--- src/rtl/l2_pkg.sv ---
// Shared L2 port definitions: line geometry used by the L1 caches, the L2 and the
// port arbiter, plus the arbiter state encoding.
package l2_pkg;

    localparam int L2_ADDR_W = 28;
    localparam int L2_DATA_W = 128;

    typedef enum logic [1:0] {
        ST_IDLE  = 2'd0,
        ST_GNT_I = 2'd1,
        ST_GNT_D = 2'd2
    } state_t;

    localparam logic LAST_I = 1'b0;
    localparam logic LAST_D = 1'b1;

endpackage

--- src/rtl/l2_watchdog.sv ---
// Transaction watchdog: counts cycles a port stays busy without completing and
// raises a sticky error once the count reaches TIMEOUT.
module l2_watchdog #(
    parameter int TIMEOUT = 1023
) (
    input  logic clk,
    input  logic rst,
    input  logic active,
    input  logic done,
    output logic err
);

    localparam int CNT_W = $clog2(TIMEOUT + 1);
    localparam logic [CNT_W-1:0] LIMIT = CNT_W'(TIMEOUT);

    logic [CNT_W-1:0] wait_cnt;
    logic [CNT_W-1:0] cnt_next;

    always_comb begin
        if (!active || done) begin
            cnt_next = '0;
        end else if (wait_cnt == LIMIT) begin
            cnt_next = wait_cnt;
        end else begin
            cnt_next = wait_cnt + 1'b1;
        end
    end

    // Error flag and count update on the same edge, so err is visible exactly
    // when the count first reads TIMEOUT.
    always_ff @(posedge clk or posedge rst) begin
        if (rst) begin
            wait_cnt <= '0;
            err      <= 1'b0;
        end else begin
            wait_cnt <= cnt_next;
            if (cnt_next == LIMIT) begin
                err <= 1'b1;
            end
        end
    end

endmodule

--- src/rtl/l2_port_arbiter.sv ---
// Round-robin arbiter sharing the single L2 request port between the I-cache miss
// path and the D-cache miss/write-back path, with a transaction watchdog.
module l2_port_arbiter
    import l2_pkg::*;
#(
    parameter int ADDR_W  = L2_ADDR_W,
    parameter int DATA_W  = L2_DATA_W,
    parameter int TIMEOUT = 1023
) (
    input  logic              clk,
    input  logic              rst,
    input  logic              i_read,
    input  logic [ADDR_W-1:0] i_addr,
    output logic              i_ready,
    output logic [DATA_W-1:0] i_rdata,
    input  logic              d_read,
    input  logic              d_write,
    input  logic [ADDR_W-1:0] d_addr,
    input  logic [DATA_W-1:0] d_wdata,
    output logic              d_ready,
    output logic [DATA_W-1:0] d_rdata,
    output logic              mem_read,
    output logic              mem_write,
    output logic [ADDR_W-1:0] mem_addr,
    output logic [DATA_W-1:0] mem_wdata,
    input  logic [DATA_W-1:0] mem_rdata,
    input  logic              mem_ready,
    output logic              timeout_err
);

    state_t state, state_next;
    logic   last_gnt, last_gnt_next;
    logic   i_req, d_req;
    logic   owner_active;

    assign i_req   = i_read;
    assign d_req   = d_read | d_write;
    assign i_rdata = mem_rdata;
    assign d_rdata = mem_rdata;

    // NOTE: every output of this block gets a default before the case statement;
    // a path that leaves one unassigned would infer a latch.
    always_comb begin
        state_next    = state;
        last_gnt_next = last_gnt;
        owner_active  = 1'b0;
        mem_read      = 1'b0;
        mem_write     = 1'b0;
        mem_addr      = '0;
        mem_wdata     = '0;
        i_ready       = 1'b0;
        d_ready       = 1'b0;

        case (state)
            ST_IDLE: begin
                if (i_req && d_req) begin
                    state_next = (last_gnt == LAST_D) ? ST_GNT_I : ST_GNT_D;
                end else if (i_req) begin
                    state_next = ST_GNT_I;
                end else if (d_req) begin
                    state_next = ST_GNT_D;
                end
            end
            ST_GNT_I: begin
                if (!i_req) begin
                    state_next = ST_IDLE;
                end else begin
                    owner_active = 1'b1;
                    mem_read     = 1'b1;
                    mem_addr     = i_addr;
                    i_ready      = mem_ready;
                    if (mem_ready) begin
                        state_next    = ST_IDLE;
                        last_gnt_next = LAST_I;
                    end
                end
            end
            ST_GNT_D: begin
                if (!d_req) begin
                    state_next = ST_IDLE;
                end else begin
                    // A write-back takes precedence over a simultaneous read.
                    owner_active = 1'b1;
                    mem_write    = d_write;
                    mem_read     = d_read & ~d_write;
                    mem_addr     = d_addr;
                    mem_wdata    = d_wdata;
                    d_ready      = mem_ready;
                    if (mem_ready) begin
                        state_next    = ST_IDLE;
                        last_gnt_next = LAST_D;
                    end
                end
            end
            default: begin
                state_next = ST_IDLE;
            end
        endcase
    end

    // NOTE: state registers use non-blocking assignments so every flop samples
    // the pre-edge values; the asynchronous reset returns the port to IDLE at once.
    always_ff @(posedge clk or posedge rst) begin
        if (rst) begin
            state    <= ST_IDLE;
            last_gnt <= LAST_I;
        end else begin
            state    <= state_next;
            last_gnt <= last_gnt_next;
        end
    end

    l2_watchdog #(
        .TIMEOUT (TIMEOUT)
    ) u_watchdog (
        .clk    (clk),
        .rst    (rst),
        .active (owner_active),
        .done   (mem_ready),
        .err    (timeout_err)
    );

endmodule

--- config.mk ---
export PLATFORM = sky130hd
export DESIGN_NAME = l2_port_arbiter
export DESIGN_NICKNAME = d
export VERILOG_FILES = /design/src/rtl/l2_pkg.sv /design/src/rtl/l2_watchdog.sv /design/src/rtl/l2_port_arbiter.sv
export SDC_FILE = /design/constraint.sdc
export NUM_CORES = 1
export LEC_CHECK = 0
export ABC_CLOCK_PERIOD_IN_PS = 1700
export BUFFER_PORTS_ARGS = -buffer_cell sky130_fd_sc_hd__buf_2
export CAP_MARGIN = 20
export CORE_AREA = 2 2 288 290
export CTS_CLUSTER_DIAMETER = 80
export DETAILED_ROUTE_END_ITERATION = 16
export DIE_AREA = 0 0 290 292
export PLACE_DENSITY = 0.3
export SYNTH_ARGS = -nofsm -noshare
export SYNTH_HDL_FRONTEND = slang
export SYNTH_SLANG_ARGS = --single-unit
--- constraint.sdc ---
create_clock -name clk -period 1.7 [get_ports clk]
set_input_delay 0.085 -clock clk [delete_from_list [all_inputs] [get_ports clk]]
set_output_delay 0.085 -clock clk [all_outputs]
set_load 0.05 [all_outputs]
==> flow_metrics.env, run 1 <==
export IMPL_hold_worst_slack_ns=0.1700
export IMPL_ys_seq_area_share_pct=8.226
export IMPL_net_switching_power_uw=6271
export IMPL_buffer_ports_inserted=350
export IMPL_floorplan_core_area_um2=81580
export IMPL_detailroute_via_count=4415
export IMPL_dieArea_um2=84680
export IMPL_drt_wl_total_mm=32.60
export IMPL_p_total_uw=12530
export IMPL_synth_cell_types=40
export IMPL_grt_remaining_overflow=0
export IMPL_vias_per_cell=2.479
export IMPL_cellPowerDensity_nw_per_um2=1475
export IMPL_share_of_power_burned_in_the_clock_network_pct=4.1
export IMPL_insertion_delay_ns=0.25
export IMPL_floorplan_rows=105
export IMPL_async_reset_ff_share_pct=100.0
export IMPL_clk_pin_slew_ns=0.05
export IMPL_floorplan_initialDensity_pct=5.220
export IMPL_clock_skew_ns=0.002070
export IMPL_cts_root_buf="clkbuf_16"
export IMPL_via_count_of_the_first_global_routing_pass=4737
export IMPL_synth_flop_cell="dfrtp_1"
export IMPL_drt_iter0_markers=198
export IMPL_place_congestion=0.7788
export IMPL_cpMaxStageDelayCell="dfrtp_1"
export IMPL_clock_tree_from_tritoncts="done"
export IMPL_tightest_slew_ns=0.6089
export IMPL_synth_cell_area_um2=4259
export IMPL_fin_crit_share_pct=109.9
export IMPL_criticalPathCategory="reg -> out"
export IMPL_crit_required_ns=1.62
export IMPL_min_path_type="in -> out"
export IMPL_count_of_pins_on_the_block_boundary=735
export IMPL_crit_path_start="state[0]"
export IMPL_post_layout_nonfiller_instances=1781
export IMPL_firstDrtPassIters=4
export IMPL_fmaxAchievable_mhz=535.4
export IMPL_synth_area_leaders="buf_4 45%, and2_1 20%, dfrtp_1 8.2%, a22oi_1 5.1%, nor2b_1 4.7%"
export IMPL_finalHoldViolCount=0
export IMPL_synth_common_cells="257 x buf_4, 133 x and2_1, 32 x nor2b_1, 29 x a22oi_1, 18 x clkbuf_1"
export IMPL_grt_antenna_before_repair=38
export IMPL_rsz0062_at_grt="true"
export IMPL_die_h_um=292
export IMPL_crit_path_max_incr_delay_ns=0.40
export IMPL_ys_warnings_count=0
export IMPL_run_status="finished, violations left"
export IMPL_flow_area_growth_from_synthesis_pct=99.53
export IMPL_grt_start_max_net_pins=39
export IMPL_global_route_wire_length_before_repair_mm=40.58
export IMPL_critical_path_endpoint_type="primary output"
export IMPL_worst_slew_margin_rel_pct=59.36
export IMPL_synth_edff_count=0
export IMPL_syn_inst=581
export IMPL_power_leakage_uw=0.003493
export IMPL_p_int_uw=6263
export IMPL_layout_nets=1035
export IMPL_finalMaxSlewViolations=0
export IMPL_fin_ws_ns=-0.1677
export IMPL_synth_net_count=906
export IMPL_avgSynthCellArea_um2=7.331
export IMPL_yosys_top_cell_by_area="buf_4"
export IMPL_drv_max_cap_violation_count=0
export IMPL_ctsHtreeMaxLevel=1
export IMPL_clock_tree_buffer_depth=2
export IMPL_regToRegStartpoint="state[1]"
export IMPL_synthDominantCellAreaShare_pct=45.30
export IMPL_hold_path_startpoint="mem_rdata[48]"
export IMPL_tritoncts_num_buffers=3
export IMPL_dpl_hpwl_mm=26.28
export IMPL_critPathLaunchType="register"
export IMPL_clock_sinks=14
export IMPL_drt_antenna_violating_nets=0
export IMPL_vdd_ir_drop_worst_mv=0.4683
export IMPL_synth_seq_cells=14
export IMPL_worst_path_most_repeated_cell="buf_12"
export IMPL_final_period_minus_worst_setup_slack_ns=1.868
export IMPL_netSwitchingFraction_pct=50.03
export IMPL_routedWlPerCell_um=18.30
export IMPL_sequentialPowerShare_pct=3.4
export IMPL_critical_path_cell_chain="inv_2 > ha_4 > o21a_4 > buf_12 > clkbuf_16 > and2_4 > buf_12"
export IMPL_violations="negative setup slack"
export IMPL_setup_tns_ns=-14.23
export IMPL_most_frequent_cell_after_synthesis="buf_4"
export IMPL_place_inst=1744
export IMPL_post_route_cells_drive_above_1_share_pct=87.87
export IMPL_worst_endpoint_arrival_ns=1.78
export IMPL_combPwrFrac_pct=92.5
export IMPL_final_setup_viol_count=159
export IMPL_grt_usage_pct=6.920
export IMPL_die_x_um=290
export IMPL_cp_max_fo=8
export IMPL_drc=0
## registers in the layout, indices dropped and copies added (netlist names)
name	flops
u_watchdog.wait_cnt	10
state	2
last_gnt	1
u_watchdog.err	1
## critical path: cells and delay by family, from the launching register on
kind / cells / cell delay [ns]
buffers and inverters: 4 / 0.58
DFF: 1 / 0.40
and+or+nand+nor: 1 / 0.19
AOI/OAI and AO/OA: 1 / 0.18
adders and majority gates: 1 / 0.14
## worst paths after layout
check                                          to  slack [ns]  cells past startpoint
min reg2reg                        u_watchdog.err        0.50                      1
max in group asynchronous                state[1]        0.80                      3
max                                 mem_wdata[37]       -0.17                      7
min in group asynchronous  u_watchdog.wait_cnt[2]        0.47                      3
min                                   i_rdata[48]        0.17                      0
max reg2reg                        u_watchdog.err       -0.05                      8
## layer usage
| layer | GRT usage [%] | vias up | wire (um) |
|---|---|---|---|
| li1 | - | 1871 | - |
| met1 | 7.999 | 1993 | 12310 |
| met2 | 9.961 | 369 | 13920 |
| met3 | 4.887 | 140 | 4960 |
| met4 | 2.185 | 42 | 1102 |
| met5 | 0.5105 | - | 300 |
## cell usage in the layout (no fill, tap or decap), types with 5 or more instances in the layout
| cell type | Yosys | layout |
|---|---|---|
| a22oi_2 | 0 | 27 |
| a21oi_1 | 7 | 7 |
| nor2b_4 | 0 | 27 |
| buf_6 | 4 | 79 |
| buf_16 | 0 | 7 |
| nand2_1 | 6 | 6 |
| buf_4 | 257 | 22 |
| buf_8 | 0 | 45 |
| nor2_1 | 9 | 8 |
| and2_4 | 0 | 63 |
| nand3_1 | 5 | 5 |
| clkbuf_16 | 0 | 7 |
| and2_2 | 0 | 68 |
| buf_2 | 7 | 192 |
| dfrtp_1 | 14 | 13 |
| buf_12 | 0 | 59 |
## power groups by stage
stage                     logic, uW  clock network, uW  registers (uW)
final                         11600                510             430
after CTS                     10800                523             427
after global placement         8190                  0             421
after floorplan                6820                  0             423
after global routing          12100                551             437
after detailed placement       8200                  0             422
## what timing repair did
item,4_1_cts,5_1_grt
hold endpoints to repair,14,0
resized for setup,329,115
hold buffers,1,0
pin swaps,17,33
setup buffers,14,5
gates cloned,8,7
endpoints found under the setup margin,166,169
## cells by family after synthesis
| group | Yosys count | synth area share (%) |
|---|---|---|
| DFF | 14 | 8.226 |
| and+or+nand+nor | 211 | 30.38 |
| AOI/OAI and AO/OA | 58 | 9.900 |
| xor gates and xnor gates | 2 | 0.4114 |
| adders and majority gates | 7 | 2.056 |
| buffers and inverters | 289 | 49.03 |
## stage by stage
stage | worst slack, ns | utilization [%] | area [um^2]
2_1_floorplan | -0.1348 | - | 4563
3_3_place_gp | -0.09026 | 7.990 | 6519
3_5_place_dp | -0.08829 | 7.990 | 6519
4_1_cts | -0.2380 | 9.832 | 8021
5_1_grt | -0.2518 | 10.41 | 8496
6_report | -0.1677 | 10.42 | 8498
## cell type report
cell class | count | area, um^2
clock buffer | 4 | 88.84
tap | 1070 | 1339
multi-input combinational | 278 | 2517
sequential | 14 | 351.6
inverter | 3 | 13.76
fill | 9423 | 73090
timing repair buffer | 410 | 4183
antenna | 2 | 5.005
Power figures use the tool's default switching activity.
==> run 2: changes to the inputs <==
--- a/config.mk
+++ b/config.mk
@@ -8,10 +8,10 @@
 export ABC_CLOCK_PERIOD_IN_PS = 1700
 export BUFFER_PORTS_ARGS = -buffer_cell sky130_fd_sc_hd__buf_2
 export CAP_MARGIN = 20
-export CORE_AREA = 2 2 288 290
+export CORE_AREA = 10 10 279 281
 export CTS_CLUSTER_DIAMETER = 80
 export DETAILED_ROUTE_END_ITERATION = 16
-export DIE_AREA = 0 0 290 292
+export DIE_AREA = 0 0 289 291
 export PLACE_DENSITY = 0.3
 export SYNTH_ARGS = -nofsm -noshare
 export SYNTH_HDL_FRONTEND = slang
==> run 2 against run 1 <==
Compared with the run above: hold slack hardly changed; the run still ends with negative setup slack left; critical endpoint is now mem_addr[4]; critical path depth stayed put; combinational power shrank 3%; final cell count shrank 6.2%; design area shrank 3.7%.
==> flow_metrics.env, run 2 (same netlist as run 1, synthesis figures left out) <==
export IMPL_worst_slew_margin_rel_pct=59.64
export IMPL_insertion_delay_ns=0.25
export IMPL_critical_path_endpoint_type="primary output"
export IMPL_crit_path_start="state[1]"
export IMPL_final_core_util_pct=11.31
export IMPL_fillerInstances=8366
export IMPL_top_regs="u_watchdog.wait_cnt x10, state x2"
export IMPL_layout_area_seq_um2=352.8
export IMPL_post_layout_nonfiller_instances=1671
export IMPL_grt_antenna_before_repair=32
export IMPL_p_int_uw=5803
export IMPL_clock_skew_ns=0.005839
export IMPL_ctsHtreeMaxLevel=1
export IMPL_clock_tree_buffer_depth=2
export IMPL_sequentialPowerShare_pct=3.7
export IMPL_post_route_cells_drive_above_1_share_pct=87.20
export IMPL_routedWlPerCell_um=19.39
export IMPL_flow_area_growth_from_synthesis_pct=92.10
export IMPL_fin_ws_ns=-0.1615
export IMPL_net_switching_power_uw=6266
export IMPL_drt_wl_total_mm=32.40
export IMPL_multiInputGateArea_um2=2505
export IMPL_worst_r2r_cell_count=8
export IMPL_regToRegStartpoint="state[1]"
export IMPL_min_path_type="in -> out"
export IMPL_rsz0062_at_grt="true"
export IMPL_dpl_hpwl_mm=25.34
export IMPL_buffer_ports_inserted=350
export IMPL_floorplan_core_area_um2=72340
export IMPL_register_with_the_most_flip_flops="u_watchdog.wait_cnt"
export IMPL_vias_per_cell=2.586
export IMPL_cp_max_fo=8
export IMPL_tritoncts_num_buffers=3
export IMPL_final_setup_viol_count=162
export IMPL_place_congestion=0.7390
export IMPL_tightest_slew_ns=0.6047
export IMPL_combPwrFrac_pct=92.5
export IMPL_cellPowerDensity_nw_per_um2=1475
export IMPL_power_leakage_uw=0.003414
export IMPL_final_design_area_no_fill_um2=8182
export IMPL_layout_nets=1030
export IMPL_global_route_wire_length_before_repair_mm=38.91
export IMPL_vdd_ir_drop_worst_mv=0.6593
export IMPL_drt_antenna_violating_nets=0
export IMPL_violations="negative setup slack"
export IMPL_commonest_non_fill_non_tap_cell_in_the_layout="buf_2"
export IMPL_mostFrequentLayoutCells="192 x buf_2, 67 x buf_6, 66 x and2_4"
export IMPL_die_h_um=291
export IMPL_drc=0
export IMPL_count_of_pins_on_the_block_boundary=735
export IMPL_grt_remaining_overflow=0
export IMPL_floorplan_rows=99
export IMPL_finalHoldViolCount=0
export IMPL_detailroute_via_count=4322
export IMPL_share_of_power_burned_in_the_clock_network_pct=3.8
export IMPL_fmaxAchievable_mhz=537.2
export IMPL_final_period_minus_worst_setup_slack_ns=1.861
export IMPL_cts_root_buf="clkbuf_16"
export IMPL_die_x_um=289
export IMPL_criticalPathCategory="reg -> out"
export IMPL_via_count_of_the_first_global_routing_pass=4535
export IMPL_drt_iter0_markers=168
export IMPL_dieArea_um2=84100
export IMPL_clock_tree_from_tritoncts="done"
export IMPL_cp_endpoint="mem_addr[4]"
export IMPL_run_status="finished, violations left"
export IMPL_clk_pin_slew_ns=0.05
export IMPL_reg2reg_setup_slack_ns=-0.09
export IMPL_crit_required_ns=1.62
export IMPL_p_total_uw=12070
export IMPL_critPathLaunchType="register"
export IMPL_worst_endpoint_arrival_ns=1.78
export IMPL_finalMaxSlewViolations=0
export IMPL_regToRegEndpoint="u_watchdog.err"
export IMPL_floorplan_initialDensity_pct=5.888
export IMPL_dpl_instance_area_um2=6192
export IMPL_largest_register_ffs=10
export IMPL_grt_usage_pct=6.527
export IMPL_netSwitchingFraction_pct=51.92
export IMPL_hold_path_cell_count=0
export IMPL_fin_crit_share_pct=109.5
export IMPL_place_inst=1631
export IMPL_firstDrtPassIters=4
export IMPL_drv_max_cap_violation_count=0
export IMPL_clock_sinks=14
export IMPL_grt_start_max_net_pins=41
==> run 2: cell count changes in the layout (fill, tap and decap cells not counted), moves of 2 or more <==
| cell | previous run | this run |
|---|---|---|
| buf_8 | 45 | 63 |
| buf_12 | 59 | 42 |
| buf_6 | 79 | 67 |
| buf_4 | 22 | 29 |
| diode_2 | 2 | 9 |
| and2_2 | 68 | 62 |
| nor2b_2 | 2 | 7 |
| nor2b_4 | 27 | 22 |
| buf_16 | 7 | 3 |
| clkbuf_16 | 7 | 11 |
| and2_1 | 2 | 5 |
| and2_4 | 63 | 66 |
| ha_2 | 2 | 0 |
| ha_4 | 3 | 5 |
==> run 2: layer usage <==
| layer | vias up | wire length, um | track usage (%) |
|---|---|---|---|
| li1 | 1874 | - | - |
| met1 | 1929 | 12910 | 7.340 |
| met2 | 349 | 13800 | 9.826 |
| met3 | 140 | 4390 | 4.192 |
| met4 | 30 | 1082 | 2.237 |
| met5 | - | 216 | 0 |
==> run 2: worst min path at each step <==
stage / endpoint / slack, ns / from
2_1_floorplan: last_gnt / -0.03 / rst
3_3_place_gp: d_rdata[112] / 0.17 / mem_rdata[112]
3_5_place_dp: d_rdata[112] / 0.17 / mem_rdata[112]
4_1_cts: d_rdata[112] / 0.17 / mem_rdata[112]
5_1_grt: d_rdata[50] / 0.17 / mem_rdata[50]
6_report: d_rdata[48] / 0.17 / mem_rdata[48]
==> run 2: final cells by class <==
| type | instances | area share, % |
|---|---|---|
| Sequential cell | 14 | 4.313 |
| Multi-Input combinational cell | 278 | 30.62 |
| Tap cell | 959 | 14.67 |
| Timing Repair Buffer | 405 | 49.04 |
| Antenna cell | 9 | 0.2753 |
| Inverter | 3 | 0.1682 |
| Clock buffer | 3 | 0.9176 |
==> run 2: power by group through the flow <==
stage | sequential, uW | clock [uW] | combinational [uW]
CTS | 423 | 473 | 9570
global route | 450 | 487 | 11700
finish | 443 | 458 | 11200
floorplan | 423 | 0 | 6820
detailed placement | 427 | 0 | 7910
global placement | 426 | 0 | 7860
==> run 2: repair_timing <==
item / 4_1_cts / 5_1_grt
gates resized for setup: 288 / 183
cloned: 4 / 13
buffers inserted: 7 / 6
hold buffers: 1 / 0
pin swaps: 4 / 56
endpoints found under the setup margin: 163 / 171
hold endpoints to repair: 14 / 0
==> run 2: through the flow <==
stage / worst slack, ns / hold WS, ns / setup TNS, ns
global route: -0.2300 / 0.1701 / -30.63
CTS: -0.2620 / 0.1705 / -29.97
detailed placement: -0.09266 / 0.1705 / -6.407
global placement: -0.05904 / 0.1705 / -2.009
floorplan: -0.1348 / -0.02578 / -0.2152
finish: -0.1615 / 0.1700 / -19.80
==> run 2: worst max-delay path: stages (launching register included) <==
cell	delay (ns)
dfrtp_2	0.44
buf_4	0.15
ha_4	0.15
o21a_4	0.16
clkbuf_16	0.19
a22oi_2	0.21
nor2b_4	0.06
buf_6	0.15
